[src/rtl/softmax_reduce.sv]
// softmax_reduce
// Pops VEC_LEN signed elements from the softmax input FIFO after a start
// pulse, tracks the vector maximum and sum, and offers both downstream on a
// valid/ready handshake.
//
// Optional feature macro: SOFTMAX_REDUCE_SAT_EN
//   defined   -> every accumulate saturates to the signed SW-bit range
//   undefined -> the sum wraps modulo 2^SW
//
// Ports
//   clk         clock
//   rst         synchronous active-high reset
//   start       begin a vector (only honoured in IDLE)
//   busy        high while fetching or holding a result
//   fifo_rd_en  combinational FIFO read request
//   fifo_empty  FIFO empty flag
//   fifo_data   FIFO registered data_out (valid the cycle after a read)
//   out_valid   result valid
//   out_ready   downstream accepts the result
//   out_max     signed vector maximum
//   out_sum     signed vector sum
//
// state | meaning
// IDLE  | waiting for start; counters and first-element flag cleared
// FETCH | issuing reads and capturing returned elements
// DONE  | result presented until out_ready
module softmax_reduce #(
    parameter int DW      = 16,
    parameter int VEC_LEN = 8,
    parameter int SW      = 20
) (
    input  logic          clk,
    input  logic          rst,
    input  logic          start,
    output logic          busy,
    output logic          fifo_rd_en,
    input  logic          fifo_empty,
    input  logic [DW-1:0] fifo_data,
    output logic          out_valid,
    input  logic          out_ready,
    output logic [DW-1:0] out_max,
    output logic [SW-1:0] out_sum
);

    localparam int CW = $clog2(VEC_LEN + 1);
    localparam logic [CW-1:0] LEN  = CW'(VEC_LEN);
    localparam logic [CW-1:0] LAST = CW'(VEC_LEN - 1);

    typedef enum logic [1:0] {
        IDLE  = 2'd0,
        FETCH = 2'd1,
        DONE  = 2'd2
    } state_t;

    state_t        state, state_nxt;
    logic [CW-1:0] issued, received;
    logic          pending;
    logic          have_first;
    logic [DW-1:0] max_q;
    logic [SW-1:0] sum_q;
    logic [SW-1:0] data_ext;
    logic [SW-1:0] sum_acc;

    assign data_ext = SW'($signed(fifo_data));

`ifdef SOFTMAX_REDUCE_SAT_EN
    // One guard bit detects overflow; clamp toward the sign of the true result.
    logic [SW:0] sum_wide;
    assign sum_wide = {sum_q[SW-1], sum_q} + {data_ext[SW-1], data_ext};
    always_comb begin
        sum_acc = sum_wide[SW-1:0];
        if (sum_wide[SW] != sum_wide[SW-1]) begin
            sum_acc = sum_wide[SW] ? {1'b1, {(SW-1){1'b0}}} : {1'b0, {(SW-1){1'b1}}};
        end
    end
`else
    assign sum_acc = sum_q + data_ext;
`endif

    always_comb begin
        state_nxt  = state;
        busy       = 1'b0;
        fifo_rd_en = 1'b0;
        out_valid  = 1'b0;
        case (state)
            IDLE: begin
                if (start) state_nxt = FETCH;
            end
            FETCH: begin
                busy       = 1'b1;
                fifo_rd_en = !rst && (issued < LEN) && !fifo_empty;
                // Leave on the edge that captures the final element.
                if (pending && (received == LAST)) state_nxt = DONE;
            end
            DONE: begin
                busy      = 1'b1;
                out_valid = 1'b1;
                if (out_ready) state_nxt = IDLE;
            end
            default: state_nxt = IDLE;
        endcase
    end

    always_ff @(posedge clk) begin
        if (rst) begin
            state      <= IDLE;
            issued     <= '0;
            received   <= '0;
            pending    <= 1'b0;
            have_first <= 1'b0;
            max_q      <= '0;
            sum_q      <= '0;
        end else begin
            state <= state_nxt;
            case (state)
                IDLE: begin
                    issued     <= '0;
                    received   <= '0;
                    pending    <= 1'b0;
                    have_first <= 1'b0;
                end
                FETCH: begin
                    if (fifo_rd_en) issued <= issued + 1'b1;
                    pending <= fifo_rd_en;
                    if (pending) begin
                        received   <= received + 1'b1;
                        have_first <= 1'b1;
                        if (!have_first) begin
                            max_q <= fifo_data;
                            sum_q <= data_ext;
                        end else begin
                            if ($signed(fifo_data) > $signed(max_q)) max_q <= fifo_data;
                            sum_q <= sum_acc;
                        end
                    end
                end
                default: begin
                    pending <= 1'b0;
                end
            endcase
        end
    end

    assign out_max = max_q;
    assign out_sum = sum_q;

endmodule

[config.mk]
export PLATFORM = sky130hd
export DESIGN_NAME = softmax_reduce
export DESIGN_NICKNAME = d
export VERILOG_FILES = /design/src/rtl/softmax_reduce.sv
export SDC_FILE = /design/constraint.sdc
export NUM_CORES = 1
export LEC_CHECK = 0
export BUFFER_PORTS_ARGS = -buffer_cell sky130_fd_sc_hd__buf_2
export CAP_MARGIN = 20
export CORE_MARGIN = 5
export CORE_UTILIZATION = 45
export DETAILED_ROUTE_END_ITERATION = 10
export GPL_TIMING_DRIVEN = 0
export PLACE_DENSITY = 0.72
export SLEW_MARGIN = 20
export SYNTH_ARGS = -nofsm -noshare
export SYNTH_HDL_FRONTEND = slang
export SYNTH_SLANG_ARGS = --single-unit
export TNS_END_PERCENT = 100
[constraint.sdc]
create_clock -name clk -period 4.8 [get_ports clk]
set_input_delay 0 -clock clk [delete_from_list [all_inputs] [get_ports clk]]
set_output_delay 0 -clock clk [all_outputs]
set_load 0.005 [all_outputs]
==> impl_metrics.json <==
{
  "share_comb_of_total_power_pct": 34.2,
  "yosys_warnings": 0,
  "slowest_delay_ns": 0.42,
  "min_path_cells": 3,
  "htree_levels": 2,
  "syn2layout_area_growth_pct": 13.14,
  "worstSetupPathType": "reg -> reg",
  "n_antenna_cell": 0,
  "required_ns": 5.07,
  "cp_num_buf_inv": 0,
  "dp_hpwl_um": 9144,
  "cts_setup_buffers": 0,
  "rr_endpoint": "out_sum[14]$_SDFFE_PP0P_",
  "num_vias": 4306,
  "initial_utilization_pct": 46.17,
  "die_w_um": 104.6,
  "wire_per_inst_um": 17.86,
  "crit_fanout": 3,
  "swShare_pct": 36.86,
  "max_freq_ghz": 0.4179,
  "setup_viol": 0,
  "slew_viol_final": 0,
  "grt_start_max_net_pins": 15,
  "status": "completed",
  "min_to": "out_max[0]$_SDFFE_PP0P_",
  "antenna_found_initial": 0,
  "synth_edf_count": 0,
  "p_per_area_mw_per_mm2": 237.8,
  "syn_inst": 510,
  "path_clk_slew_ns": 0.10,
  "ctsResizeCount": 0,
  "r2r_slack_ns": 2.41,
  "nFillCells": 862,
  "power.net_switching_uw": 399.2,
  "worstRegToRegCells": 7,
  "core_area_mm2": 0.008721,
  "tightest_slew_ns": 0.6145,
  "power_uw": 1083,
  "grt_setup_unrepaired": "no",
  "hold_viol": 0,
  "drc": 0,
  "avgViaCountPerCell": 6.286,
  "min_period_ns": 2.393,
  "yosys_most_used_dff": "dfxtp_1",
  "portBuffers": 58,
  "cts_root_buf": "clkbuf_8",
  "async_flop_share_pct": 0,
  "pwr-share-seq_pct": 40.7,
  "cts_tree": "yes",
  "finalCritPeriodShare_pct": 49.85,
  "crit_family": "compound AO/OA/AOI/OAI gates",
  "power.internal_uw": 683.9,
  "syn-num-nets": 572,
  "synthXorXnorAreaFrac_pct": 2.175,
  "synthMuxAreaShare_pct": 3.978,
  "drive_above_1_share_pct": 15.25,
  "yosysSeqAreaShare_pct": 23.87,
  "synth_top_family_by_area": "compound AO/OA/AOI/OAI gates",
  "gp_congestion": 0.8991,
  "nets": 638,
  "ys_types": 64,
  "finClkSkew_ns": 0.01079,
  "dr.first_iter.drc_count": 440,
  "min_from": "fifo_data[0]",
  "clk_path_buf_depth": 2,
  "die_h_um": 104.6,
  "vdd_drop_max_v": 0.0002855,
  "rows": 34,
  "rr_startpoint": "out_sum[0]$_SDFFE_PP0P_",
  "leakage_uw": 0.001915,
  "clock_sinks": 48,
  "clock_latency_ns": 0.32,
  "cts_hold_buf": 1,
  "tns_ns": 0,
  "die_area_mm2": 0.01094,
  "design.portCount": 60,
  "routed_wl_um": 12240,
  "path_cells": "ha_1, fa_1, a21o_1, a221oi_2, o221a_2, mux2i_1, o221a_1",
  "synth_compound_gate_area_share_pct": 25.23,
  "synth_fa_ha_area_share_pct": 12.93,
  "avgSynthCellArea_um2": 7.895,
  "dp_cells": 676,
  "hold_path_class": "in -> reg",
  "maxSlewHeadroom_pct": 59.03,
  "dr.pass1.iters": 5,
  "cap_violations": 0,
  "postRouteAntennaNets": 0,
  "cts_buffers": 5,
  "grt_pass1_wl_um": 19840,
  "crit_path_end_kind": "flip-flop",
  "yosys.area_share.simple_pct": 24.70,
  "first_global_vias": 4062,
  "fin_cells": 685,
  "synth-seq-cells": 48,
  "grt_use_total_pct": 21.61,
  "slowest_stage": "fa_1",
  "worstPathArrival_ns": 2.66,
  "globalRouteOverflowTotal": 0,
  "syn_area_mm2": 0.004026,
  "pwr-share-clk_pct": 25.1,
  "startpoint_type": "flip-flop"
}
-- cell usage in the layout, fill, tap and decap left out, drive strengths merged, types with 2 or more instances in the layout --
cell    synthesis  final
a211oi         12     12
nand2          17     17
a211o           3      3
a21o            7      7
buf            14     72
a32oi          16     16
nor2           33     33
or3             4      4
mux2i          16     16
xor2            4      4
nor3b          16     16
o21bai          2      2
nor4b           3      3
dfxtp          48     48
ha             40     40
a21oi          34     34
a2111o          3      3
and4            3      3
inv            31     31
nand4           7      7
o221a           2      2
a22oi           2      2
o221ai          2      2
nor2b           3      3
o22ai           2      2
o21ai          34     34
nand3          48     48
xnor2           6      6
nor3           31     31
o21a            6      6
nand2b          3      3
nand3b          2      2
a31oi           5      5
and3            5      5
or3b            3      3
and2            2      2
clkbuf         21     28
o211ai          4      4
-- power by group through the flow --
stage | logic [µW] | registers, µW | clock network, µW
floorplan | 255 | 447 | 0
global placement | 356 | 449 | 0
detailed placement | 365 | 450 | 0
CTS | 368 | 441 | 278
global route | 417 | 444 | 293
finish | 370 | 441 | 272
-- per-layer routing --
layer / up-vias / track usage [%] / wire, µm / part of all wire [%]
met4: 0 / 7.123 / 266 / 2.2
met5: - / 0 / 0 / 0
met1: 2050 / 27.77 / 5178 / 42
met3: 30 / 3.576 / 969 / 7.9
met2: 180 / 36.83 / 5822 / 48
li1: 2046 / - / - / -
-- registers in the layout (all words and copies together) (netlist names) --
register,count
state,2
out_sum,20
issued,4
received,4
out_max,16
pending,1
have_first,1
-- Yosys cell counts (5+ instances only) --
library cell  count  area [µm²]
inv_1            31       116.4
and3_1            5       31.28
mux2i_1          16       160.2
ha_1             40       500.5
a21o_1            7       52.55
nand2_1          17       63.81
dfxtp_1          48       960.9
nor3_1           31       155.2
o21a_1            6       45.04
nand4_1           7       43.79
o21ai_0          29       145.1
a31oi_1           5       31.28
nor3b_1          16       120.1
a211oi_1         10       75.07
nand3_1          47       235.2
xnor2_1           6       52.55
buf_2             7       35.03
a21oi_1          34       170.2
a32oi_1          16       140.1
clkbuf_1         21       78.83
nor2_1           33       123.9
-- kinds of logic (layout without fill, tap and decap cells) --
group | after synthesis | after routing
AO/OA/AOI/OAI | 146 | 146
XOR/XNOR | 10 | 10
AND/OR/NAND/NOR | 183 | 183
flip-flops | 48 | 48
buffers and inverters | 66 | 133
multiplexers | 16 | 16
adder cells (fa/ha/maj) | 41 | 41
-- per-stage QoR --
| step | setup slack, ns | util, % | hold WS (ns) | cell area (µm²) |
|---|---|---|---|---|
| floorplan | 2.643 | - | 0.04922 | 4026 |
| global placement | 2.463 | 51.05 | 0.2029 | 4452 |
| detailed placement | 2.436 | 51.05 | 0.1976 | 4452 |
| CTS | 2.392 | 52.24 | 0.006366 | 4556 |
| global route | 2.227 | 52.24 | 0.02414 | 4556 |
| finish | 2.407 | 52.24 | 0.01041 | 4556 |
-- worst min-delay path: stages --
cell     delay, ns
buf_2         0.12
a32oi_1       0.10
nand3_1       0.08
-- final cells by class --
cell class                 instances  area (µm²)  area share [%]
tap                              108       135.1           2.966
timing repair buffer              59       300.3           6.592
clock inverter                     1       7.507          0.1648
multi-input combinational        396        2779           61.00
sequential                        48       960.9           21.09
clock buffer                       7       86.33           1.895
buffer                            35       170.2           3.735
inverter                          31       116.4           2.554
-- how the worst max path moves through the flow --
| stage | from | end | slack (ns) | cells after the start |
|---|---|---|---|---|
| 2_1_floorplan | out_sum[0]$_SDFFE_PP0P_ | out_sum[10]$_SDFFE_PP0P_ | 2.64 | 8 |
| 3_3_place_gp | out_sum[0]$_SDFFE_PP0P_ | out_sum[10]$_SDFFE_PP0P_ | 2.46 | 8 |
| 3_5_place_dp | out_sum[0]$_SDFFE_PP0P_ | out_sum[18]$_SDFFE_PP0P_ | 2.44 | 8 |
| 4_1_cts | out_sum[0]$_SDFFE_PP0P_ | out_sum[18]$_SDFFE_PP0P_ | 2.39 | 8 |
| 5_1_grt | out_sum[0]$_SDFFE_PP0P_ | out_sum[18]$_SDFFE_PP0P_ | 2.23 | 8 |
| 6_report | out_sum[0]$_SDFFE_PP0P_ | out_sum[14]$_SDFFE_PP0P_ | 2.41 | 7 |
Power figures use the tool's default switching activity.
